**src/rtl/cnn_addr_pkg.sv**
```systemverilog
// Shared definitions for the CNN feature-map address generators: sweep state
// encoding, output-dimension helper and per-layer geometry.
package cnn_addr_pkg;

  typedef enum logic [1:0] {
    ST_IDLE = 2'd0,
    ST_RUN  = 2'd1,
    ST_DONE = 2'd2
  } state_e;

  typedef struct packed {
    int img_w;
    int img_h;
    int k;
    int stride;
    int channels;
  } layer_geom_t;

  localparam layer_geom_t CONV1 = '{img_w: 28, img_h: 28, k: 5, stride: 1, channels: 1};
  localparam layer_geom_t POOL1 = '{img_w: 24, img_h: 24, k: 2, stride: 2, channels: 1};
  localparam layer_geom_t CONV2 = '{img_w: 12, img_h: 12, k: 5, stride: 1, channels: 2};
  localparam layer_geom_t POOL2 = '{img_w: 8,  img_h: 8,  k: 2, stride: 2, channels: 2};

  function automatic int out_dim(input int img, input int k, input int stride);
    return (img - k) / stride + 1;
  endfunction

  // Width of a counter that must hold 0..n-1; never narrower than one bit.
  function automatic int cnt_w(input int n);
    return (n <= 1) ? 1 : $clog2(n);
  endfunction

endpackage

```
**src/rtl/window_addr_gen_if.sv**
```systemverilog
// Address beat bus from the window address generator to a MAC/pool datapath.
interface window_addr_gen_if #(
  parameter int ADDR_W = 10,
  parameter int KIDX_W = 5,
  parameter int CH_W   = 1
);
  // A beat transfers on a rising edge where addr_valid and addr_ready are both
  // high. addr_valid never depends on addr_ready, and while addr_valid is high
  // without addr_ready the payload (addr, k_idx, ch, flags) holds stable.
  logic              addr_valid;
  logic              addr_ready;
  logic [ADDR_W-1:0] addr;
  logic [KIDX_W-1:0] k_idx;
  logic [CH_W-1:0]   ch;
  logic              win_first;
  logic              win_last;
  logic              last;

  modport master (
    output addr_valid, addr, k_idx, ch, win_first, win_last, last,
    input  addr_ready
  );

  modport slave (
    input  addr_valid, addr, k_idx, ch, win_first, win_last, last,
    output addr_ready
  );
endinterface

```
**src/rtl/wrap_counter.sv**
```systemverilog
// Modulo-(MAX+1) counter; o_wrap flags the increment that returns it to zero
// so counters can be chained into a nested loop.
module wrap_counter #(
  parameter int MAX = 4,
  parameter int W   = 3
) (
  input  logic         i_clk,
  input  logic         i_clr,
  input  logic         i_inc,
  output logic [W-1:0] o_value,
  output logic         o_wrap
);

  logic [W-1:0] r_value;

  assign o_wrap  = i_inc && (r_value == W'(MAX));
  assign o_value = r_value;

  always_ff @(posedge i_clk) begin
    if (i_clr) begin
      r_value <= '0;
    end else if (i_inc) begin
      r_value <= o_wrap ? '0 : r_value + 1'b1;
    end
  end

endmodule

```
**src/rtl/window_addr_gen.sv**
```systemverilog
// Sweeps a KxK window over every output position of a multi-channel row-major
// feature map, emitting one read address plus weight index and framing per beat.
module window_addr_gen
  import cnn_addr_pkg::*;
#(
  parameter int IMG_W     = 28,
  parameter int IMG_H     = 28,
  parameter int K         = 5,
  parameter int STRIDE    = 1,
  parameter int CHANNELS  = 1,
  parameter int BASE_ADDR = 0,
  parameter int ADDR_W    = 10
) (
  input  logic              clk,
  input  logic              reset,
  input  logic              start,
  output logic              busy,
  output logic              done,
  output logic [1:0]        dbg_state,
  window_addr_gen_if.master bus
);

  localparam int OUT_W  = out_dim(IMG_W, K, STRIDE);
  localparam int OUT_H  = out_dim(IMG_H, K, STRIDE);
  localparam int KC_W   = cnt_w(K);
  localparam int OC_W   = cnt_w(OUT_W);
  localparam int OR_W   = cnt_w(OUT_H);
  localparam int CH_W   = $clog2(CHANNELS) + 1;
  localparam int KIDX_W = cnt_w(K * K);

  localparam logic [1:0] S_IDLE = ST_IDLE;
  localparam logic [1:0] S_RUN  = ST_RUN;
  localparam logic [1:0] S_DONE = ST_DONE;

  // Address deltas from the last beat of one loop level to the first beat of
  // the next; the channel step is +1 because maps are stored back-to-back.
  localparam int D_KR   = IMG_W - (K - 1);
  localparam int D_OCOL = STRIDE - (K - 1) * IMG_W - (K - 1);
  localparam int D_OROW = STRIDE * IMG_W - (K - 1) * IMG_W - (OUT_W - 1) * STRIDE - (K - 1);

  localparam logic [ADDR_W-1:0] BASE_V    = ADDR_W'(BASE_ADDR);
  localparam logic [ADDR_W-1:0] STEP_ONE  = ADDR_W'(1);
  localparam logic [ADDR_W-1:0] STEP_KR   = ADDR_W'(D_KR);
  localparam logic [ADDR_W-1:0] STEP_OCOL = ADDR_W'(D_OCOL);
  localparam logic [ADDR_W-1:0] STEP_OROW = ADDR_W'(D_OROW);

  localparam logic [KC_W-1:0] KC_MAX = KC_W'(K - 1);
  localparam logic [KC_W-1:0] KC_PEN = KC_W'(K - 2);
  localparam logic [OC_W-1:0] OC_MAX = OC_W'(OUT_W - 1);
  localparam logic [OR_W-1:0] OR_MAX = OR_W'(OUT_H - 1);
  localparam logic [CH_W-1:0] CH_MAX = CH_W'(CHANNELS - 1);

  if (K < 2) begin : g_err_k
    $error("window_addr_gen: K must be at least 2");
  end
  if ((IMG_W - K) % STRIDE != 0) begin : g_err_w
    $error("window_addr_gen: (IMG_W-K) not a multiple of STRIDE");
  end
  if ((IMG_H - K) % STRIDE != 0) begin : g_err_h
    $error("window_addr_gen: (IMG_H-K) not a multiple of STRIDE");
  end
  if (longint'(BASE_ADDR) + longint'(CHANNELS) * IMG_W * IMG_H > (longint'(1) << ADDR_W)) begin : g_err_a
    $error("window_addr_gen: feature maps do not fit in ADDR_W");
  end

  logic [1:0]        r_state;
  logic [ADDR_W-1:0] r_addr;
  logic [KIDX_W-1:0] r_k_idx;
  logic              r_win_first;
  logic              r_win_last;
  logic              r_last;

  logic              w_load;
  logic              w_clr;
  logic              w_accept;
  logic [KC_W-1:0]   w_kc;
  logic [KC_W-1:0]   w_kr;
  logic [OC_W-1:0]   w_ocol;
  logic [OR_W-1:0]   w_orow;
  logic [CH_W-1:0]   w_ch;
  logic              w_kc_wrap;
  logic              w_kr_wrap;
  logic              w_ocol_wrap;
  logic              w_orow_wrap;
  logic              w_ch_wrap;
  logic [ADDR_W-1:0] w_step;
  logic              w_win_last_nxt;
  logic              w_last_nxt;

  assign w_load   = (r_state == S_IDLE) && start;
  assign w_clr    = reset || w_load;
  assign w_accept = (r_state == S_RUN) && bus.addr_ready;

  wrap_counter #(.MAX(K - 1),        .W(KC_W)) u_kc (
    .i_clk(clk), .i_clr(w_clr), .i_inc(w_accept),    .o_value(w_kc),   .o_wrap(w_kc_wrap));
  wrap_counter #(.MAX(K - 1),        .W(KC_W)) u_kr (
    .i_clk(clk), .i_clr(w_clr), .i_inc(w_kc_wrap),   .o_value(w_kr),   .o_wrap(w_kr_wrap));
  wrap_counter #(.MAX(OUT_W - 1),    .W(OC_W)) u_ocol (
    .i_clk(clk), .i_clr(w_clr), .i_inc(w_kr_wrap),   .o_value(w_ocol), .o_wrap(w_ocol_wrap));
  wrap_counter #(.MAX(OUT_H - 1),    .W(OR_W)) u_orow (
    .i_clk(clk), .i_clr(w_clr), .i_inc(w_ocol_wrap), .o_value(w_orow), .o_wrap(w_orow_wrap));
  wrap_counter #(.MAX(CHANNELS - 1), .W(CH_W)) u_ch (
    .i_clk(clk), .i_clr(w_clr), .i_inc(w_orow_wrap), .o_value(w_ch),   .o_wrap(w_ch_wrap));

  always_comb begin
    w_step = STEP_ONE;
    if (w_orow_wrap) begin
      w_step = STEP_ONE;
    end else if (w_ocol_wrap) begin
      w_step = STEP_OROW;
    end else if (w_kr_wrap) begin
      w_step = STEP_OCOL;
    end else if (w_kc_wrap) begin
      w_step = STEP_KR;
    end
  end

  // Flags are registered, so they are derived from the beat about to follow
  // the current one: win_last next means kc is one short of the end on the last row.
  assign w_win_last_nxt = !w_kc_wrap && (w_kc == KC_PEN) && (w_kr == KC_MAX);
  assign w_last_nxt     = w_win_last_nxt && (w_ocol == OC_MAX) &&
                          (w_orow == OR_MAX) && (w_ch == CH_MAX);

  always_ff @(posedge clk) begin
    if (reset) begin
      r_state     <= S_IDLE;
      r_addr      <= BASE_V;
      r_k_idx     <= '0;
      r_win_first <= 1'b0;
      r_win_last  <= 1'b0;
      r_last      <= 1'b0;
    end else begin
      case (r_state)
        S_IDLE: begin
          if (start) begin
            r_state     <= S_RUN;
            r_addr      <= BASE_V;
            r_k_idx     <= '0;
            r_win_first <= 1'b1;
            r_win_last  <= 1'b0;
            r_last      <= 1'b0;
          end
        end
        S_RUN: begin
          if (w_accept) begin
            if (w_ch_wrap) begin
              r_state     <= S_DONE;
              r_addr      <= BASE_V;
              r_k_idx     <= '0;
              r_win_first <= 1'b0;
              r_win_last  <= 1'b0;
              r_last      <= 1'b0;
            end else begin
              r_addr      <= r_addr + w_step;
              r_k_idx     <= w_kr_wrap ? '0 : r_k_idx + 1'b1;
              r_win_first <= w_kr_wrap;
              r_win_last  <= w_win_last_nxt;
              r_last      <= w_last_nxt;
            end
          end
        end
        S_DONE:  r_state <= S_IDLE;
        default: r_state <= S_IDLE;
      endcase
    end
  end

  assign busy           = (r_state == S_RUN);
  assign done           = (r_state == S_DONE);
  assign dbg_state      = r_state;
  assign bus.addr_valid = (r_state == S_RUN);
  assign bus.addr       = r_addr;
  assign bus.k_idx      = r_k_idx;
  assign bus.ch         = w_ch;
  assign bus.win_first  = r_win_first;
  assign bus.win_last   = r_win_last;
  assign bus.last       = r_last;

endmodule

```
**src/flat_wrapper.sv**
```systemverilog
// flat-port wrapper written by rule: the top's interface ports become plain ports
module window_addr_gen_flat import cnn_addr_pkg::*;
#(
  parameter int IMG_W     = 28,
  parameter int IMG_H     = 28,
  parameter int K         = 5,
  parameter int STRIDE    = 1,
  parameter int CHANNELS  = 1,
  parameter int BASE_ADDR = 0,
  parameter int ADDR_W    = 10
)
  (clk, reset, start, busy, done, dbg_state, bus_addr_valid, bus_addr, bus_k_idx, bus_ch, bus_win_first, bus_win_last, bus_last, bus_addr_ready);
  window_addr_gen_if #(.ADDR_W(ADDR_W), .KIDX_W(5), .CH_W(1)) bus_i ();
  input  logic clk;
  input  logic reset;
  input  logic start;
  output logic busy;
  output logic done;
  output logic [1:0] dbg_state;
  output wire logic [$bits(bus_i.addr_valid)-1:0] bus_addr_valid;
  output wire logic [$bits(bus_i.addr)-1:0] bus_addr;
  output wire logic [$bits(bus_i.k_idx)-1:0] bus_k_idx;
  output wire logic [$bits(bus_i.ch)-1:0] bus_ch;
  output wire logic [$bits(bus_i.win_first)-1:0] bus_win_first;
  output wire logic [$bits(bus_i.win_last)-1:0] bus_win_last;
  output wire logic [$bits(bus_i.last)-1:0] bus_last;
  input wire logic [$bits(bus_i.addr_ready)-1:0] bus_addr_ready;
  assign bus_addr_valid = bus_i.addr_valid;
  assign bus_addr = bus_i.addr;
  assign bus_k_idx = bus_i.k_idx;
  assign bus_ch = bus_i.ch;
  assign bus_win_first = bus_i.win_first;
  assign bus_win_last = bus_i.win_last;
  assign bus_last = bus_i.last;
  assign bus_i.addr_ready = bus_addr_ready;
  window_addr_gen #(.IMG_W(IMG_W), .IMG_H(IMG_H), .K(K), .STRIDE(STRIDE), .CHANNELS(CHANNELS), .BASE_ADDR(BASE_ADDR), .ADDR_W(ADDR_W)) u_core (.clk(clk), .reset(reset), .start(start), .busy(busy), .done(done), .dbg_state(dbg_state), .bus(bus_i));
endmodule
```
**config.mk**
```make
export PLATFORM = sky130hd
export DESIGN_NAME = window_addr_gen_flat
export DESIGN_NICKNAME = d
export VERILOG_FILES = /design/src/rtl/cnn_addr_pkg.sv /design/src/rtl/window_addr_gen_if.sv /design/src/rtl/wrap_counter.sv /design/src/rtl/window_addr_gen.sv /design/src/flat_wrapper.sv
export SDC_FILE = /design/constraint.sdc
export NUM_CORES = 1
export LEC_CHECK = 0
export ABC_AREA = 1
export CAP_MARGIN = 10
export CELL_PAD_IN_SITES_DETAIL_PLACEMENT = 0
export CELL_PAD_IN_SITES_GLOBAL_PLACEMENT = 1
export CORE_AREA = 2 2 75 77
export CTS_CLUSTER_DIAMETER = 150
export DETAILED_ROUTE_END_ITERATION = 10
export DIE_AREA = 0 0 77 79
export PLACE_DENSITY_LB_ADDON = 0.1
export SETUP_SLACK_MARGIN = 0.02
export SYNTH_ARGS = -nofsm -noshare
export SYNTH_HDL_FRONTEND = slang
export SYNTH_SLANG_ARGS = --single-unit
```
**constraint.sdc**
```tcl
create_clock -name clk -period 2.88 [get_ports clk]
set_input_delay 0.576 -clock clk [delete_from_list [all_inputs] [get_ports clk]]
set_output_delay 0.576 -clock clk [all_outputs]
set_load 0.02 [all_outputs]
```
# After elaboration in Yosys (flattened, before gate mapping)
# Index checks and enable logic that the tools add are counted.
[word_totals]
ff_bits = 37
latchBits = 0
ramBits = 0
romBits = 0
input_bits = 4
output_inout_bits = 24
elab_cells = 80
mem_count = 0
[classes]
n_addsub = 7
n_mul = 0
n_div = 0
order_cmp = 0
n_eq_ne = 10
shift = 0
n_mux = 33
n_bitwise = 1
n_reduce_logical = 18
[op_table]
columns = ["cell", "n"]
rows = [
  ["$mux 10", 6],
  ["$mux 5", 7],
  ["$pmux 10 s2", 1],
  ["$add 5x1->5 const B", 3],
  ["$logic_and 1x1->1", 12],
  ["$add 10x10->10", 1],
  ["$eq 5x5->1 const B", 2],
  ["$pmux 5 s2", 1],
  ["$mux 1", 9],
  ["$add 3x1->3 const B", 2],
  ["$eq 3x3->1 const B", 2],
  ["$mux 2", 3],
  ["$mux 3", 2],
  ["$pmux 1 s2", 3],
  ["$reduce_and 3->1", 2],
  ["$ne 2x1->1 const B", 2],
  ["$pmux 2 s2", 1],
  ["$eq 3x2->1 const B", 1],
  ["$eq 2x1->1 const B", 1],
  ["$eq 2x2->1 const B", 1],
  ["$logic_not 2->1", 1],
  ["$ne 2x2->1 const B", 1],
  ["$reduce_bool 2->1", 1],
  ["$add 1x1->1 const B", 1],
  ["other kinds (3)", 3],
]

# Longest topological paths before layout
[depth]
ltp_word = 12
mapped_depth = 19
mapped_depth_nobuf = 18

# Modules after synthesis
# A second synthesis with hierarchy kept.
[hier_totals]
hier_cells = 322
hier_area_um2 = 2197.1
[by_module_without_submodules]
columns = ["module", "n_inst", "cells_each", "area_each_um2", "seq_area_each_um2"]
rows = [
  ["window_addr_gen", 1, 189, 1311.3, 400.4],
  ["wrap_counter at u_core.u_ocol ...", 2, 37, 251.5, 100.1],
  ["wrap_counter at u_core.u_kc ...", 2, 27, 172.7, 60.1],
  ["wrap_counter at u_core.u_ch", 1, 5, 37.5, 20.0],
]

# Worst setup path after synthesis
# OpenSTA, ideal clock, no wires.
[synth_path]
path_kind = "input to register"
startpoint = "input port bus_addr_ready"
endpoint = "register u_core.r_addr[9] (netlist: u_core.bus.addr[9])"
setup_ns = 0.132
arrival_ns = 2.116
t_required_ns = 2.748
slack_ns = 0.632
path_stages = 16
n_path_buf = 1
cell_sequence = "nand3_4 nor3_4 buf_6 nand2_4 clkinv_4 nand2_1 nand2_1 ha_1 nand2_1 nand2_1 o21ai_0 nand2_1 nor2_1 nand3_1 nand3_1 a21oi_1"
[synth_between]
elab_chain_cells = 10
elab_cells_between_ends = 16
cone_classes = "add/sub: 1; eq/ne: 1; mux: 7; reduce/logical: 7"
[synth_rtl]
columns = ["item", "line_no", "source"]
rows = [
  ["from (decl)", "flat_wrapper.sv:27", "input wire logic [$bits(bus_i.addr_ready)-1:0] bus_addr_ready;"],
  ["$logic_and 1x1->1 *", "window_addr_gen.sv:92", "assign w_accept = (r_state == S_RUN) && bus.addr_ready;"],
  ["$logic_and 1x1->1", "wrap_counter.sv:16", "assign o_wrap = i_inc && (r_value == W'(MAX));"],
  ["$mux 5 / $logic_and 1x1->1 (equally long branches)", "window_addr_gen.sv:113, wrap_counter.sv:16", ""],
  ["$mux 10 / $logic_and 1x1->1 (equally long branches)", "window_addr_gen.sv:111, wrap_counter.sv:16", ""],
  ["$mux 10 / $logic_and 1x1->1 (equally long branches)", "window_addr_gen.sv:109, wrap_counter.sv:16", ""],
  ["$mux 10", "window_addr_gen.sv:107", "if (w_orow_wrap) begin"],
  ["$add 10x10->10", "window_addr_gen.sv:154", "r_addr <= r_addr + w_step;"],
  ["$mux 10", "window_addr_gen.sv:146", "if (w_ch_wrap) begin"],
  ["$mux 10", "window_addr_gen.sv:145", "if (w_accept) begin"],
  ["$pmux 10 s2", "window_addr_gen.sv:133", "case (r_state)"],
  ["to (signal assigned)", "window_addr_gen.sv:154", ""],
  ["to (decl)", "window_addr_gen.sv:67", "logic [ADDR_W-1:0] r_addr;"],
]
# Every way passes the cells marked *; elsewhere a longest branch is shown, timed or not. The select of a mux whose other input is x is not followed.
# A chain may end at the register's enable or synchronous reset.

# Worst setup path in the final report
# Ends and elaborated chain as after synthesis.

==> results_dict.tcl <==
set metrics [dict create \
    status "completed" \
    regToRegSetupSlack_ns 0.50 \
    wl_um 4540 \
    setup_viol 0 \
    clock_skew_ns 0.00820 \
    clkPwrFrac_pct 43.0 \
    post_drt_wl_per_cell_um 12.0 \
    area_growth_pct 24.9 \
    fillers 564 \
    antenna_found_initial 0 \
    yosys-top-cells-count "nand2_1, dfxtp_1, a21oi_1, inv_1, nor2_1" \
    synthFlopType "dfxtp_1" \
    tightest_slew_ns 0.763 \
    ys_ff_latch 37 \
    grt_max_degree 18 \
    rsz0062_at_grt "no" \
    core_um2 5340 \
    cts_setup_buffers 0 \
    synth.cell_area_um2 2010 \
    p_sw_share_pct 23.4 \
    drive_gt1_share_pct 10.4 \
    cp_max_fo 5 \
    clkTransAtPathRegs_ns 0.08 \
    fin_setup_tns_ns 0 \
    grt_pass1_vias 1688 \
    remaining_drc_errors 0 \
    seq_area_frac_synth_pct 36.8 \
    final_antenna_net_count 0 \
    synth_edf_count 0 \
    post-route-period-util_pct 87.7 \
    worstPathRequired_ns 3.10 \
    drt_iter0_drc 106 \
    io-pin-count 28 \
    cts_tree "built" \
    clock_path_buffers 2 \
    yosysMostFrequentCell "nand2_1" \
    seq_power_share_pct 48.1 \
    gp_congestion 0.790 \
    grt_use_total_pct 15.7 \
    syn_nets 289 \
    cts_buffers 5 \
    critPathKind "input pin to register" \
    cap_violations 0 \
    synthArstFlopShare_pct 0 \
    dp.final_hpwl_um 3430 \
    max_clock_freq_ghz 0.396 \
    start_util_pct 37.7 \
    overflow 0 \
    start_kind "input pin" \
    diodes 0 \
    syn_area_per_cell_um2 7.46 \
    clock_latency_ns 0.29 \
    ir_drop_mv 0.265 \
    clockRootBuffer "clkbuf_8" \
    leakage_nw 1.08 \
    combPwrFrac_pct 8.9 \
    finalHoldViolCount 0 \
    cts_resized 0 \
    num_vias 1813 \
    drv_slew 0 \
    cts_max_level 2 \
    endpoint_kind "register" \
    worstHoldPathType "register to register" \
    hold_slack_ns 0.467 \
    clock_sinks 37 \
    grt_pass1_wl_um 7710 \
    firstDrtPassIters 4 \
    synth_cell_type_count 34 \
    finalCriticalPeriod_ns 2.53 \
    viasPerCell 4.78 \
    powerDensity_nw_per_um2 435 \
    yosysTopAreaCell "dfxtp_1" \
    nets 325 \
    num_rows 27 \
    synth_top_area_share_pct 36.8 \
    netlist_instances 270 \
    fp.dieW_um 77 \
    slew_headroom_pct 48.9 \
    yosys_warnings 0 \
    die-area_um2 6080 \
    synthTopCellsByArea "dfxtp_1, nand2_1, ha_1" \
    postCtsHoldBufs 0 \
    dieHeight_um 79 \
    cp.arrival_ns 2.75 \
    switching_power_mw 0.256 \
    intPower_mw 0.839 \
    port_buffers 27 \
]
flip-flops by register name, indices dropped and copies added, names as in the netlist:
name	flops
u_core.bus.addr	10
u_core.bus.k_idx	5
u_core.bus.last	1
u_core.bus.win_first	1
u_core.bus.win_last	1
u_core.dbg_state	2
u_core.u_ch.o_value	1
u_core.u_kc.o_value	3
u_core.u_kr.o_value	3
u_core.u_ocol.o_value	5
u_core.u_orow.o_value	5
layout by cell type, fill, tap and decap left out, drive strengths merged, types with 9 or more instances in the layout:
| cell | instances |
|---|---|
| nand2 | 63 |
| dfxtp | 37 |
| inv | 35 |
| a21oi | 33 |
| clkdlybuf4s50 | 27 |
| nor2 | 19 |
| ha | 15 |
| o21ai | 14 |
| nand3 | 11 |
| buf | 9 |
critical path: stages:
cell,delay (ns)
clkdlybuf4s50_1,0.50
nand3_4,0.10
nor3_4,0.22
nand2_1,0.17
nand2_1,0.10
ha_1,0.27
nand2_1,0.11
nor2_1,0.05
o21ai_0,0.15
nand2_1,0.07
nor2_1,0.12
inv_1,0.05
nand2_1,0.06
nand3_1,0.06
a21oi_1,0.14
layer usage:
| layer | track usage [%] | share of wire (%) | vias up |
|---|---|---|---|
| met1 | 21.5 | 52 | 812 |
| met4 | 4.82 | 1.2 | 0 |
| li1 | - | - | 967 |
| met2 | 24.9 | 43 | 29 |
| met5 | 0 | 0 | - |
| met3 | 3.30 | 3.6 | 5 |
power groups by stage:
stage	clock (mW)	sequential (mW)	combinational, mW
after floorplan	0	0.545	0.0533
after global placement	0	0.539	0.0988
after detailed placement	0	0.539	0.0981
after CTS	0.488	0.527	0.0987
after global routing	0.505	0.528	0.109
final	0.471	0.527	0.0971
stage by stage:
step | util [%] | total power, mW | cells | cell area [um2] | setup WS, ns
global placement | 44.9 | 0.638 | 371 | 2400 | 0.0814
finish | 47.1 | 1.09 | 379 | 2510 | 0.354
floorplan | - | 0.598 | 270 | 2010 | 0.632
CTS | 47.1 | 1.11 | 379 | 2510 | 0.367
global route | 47.1 | 1.14 | 379 | 2510 | 0.104
detailed placement | 44.9 | 0.637 | 371 | 2400 | 0.0664
worst paths after layout:
kind	from	end	depth (start not counted)
setup / recovery	bus_addr_ready	u_core.bus.addr[9]$_SDFFE_PP0P_	15
setup reg to reg	u_core.u_kr.o_value[0]$_SDFFE_PP0P_	u_core.bus.addr[9]$_SDFFE_PP0P_	16
hold / removal	u_core.u_ch.o_value$_SDFFE_PP0N_	u_core.u_ch.o_value$_SDFFE_PP0N_	2
hold reg to reg	u_core.u_ch.o_value$_SDFFE_PP0N_	u_core.u_ch.o_value$_SDFFE_PP0N_	2
area by class of cell:
cell class | instances | area, um2 | area share [%]
sequential | 37 | 741 | 29.5
tap | 72 | 90.1 | 3.58
timing repair buffer | 36 | 338 | 13.4
clock inverter | 1 | 30.0 | 1.19
clock buffer | 7 | 86.3 | 3.43
multi-input combinational | 190 | 1090 | 43.3
inverter | 36 | 140 | 5.57
logic make-up after synthesis:
logic type | after synthesis | synth area share, %
AO/OA/AOI/OAI | 59 | 16.7
flip-flops | 37 | 36.8
AND/OR/NAND/NOR | 113 | 26.8
adder cells (fa/ha/maj) | 15 | 9.32
XOR/XNOR | 3 | 1.31
buffers and inverters | 43 | 9.14
Note: power is estimated with default switching activity, not from simulation.
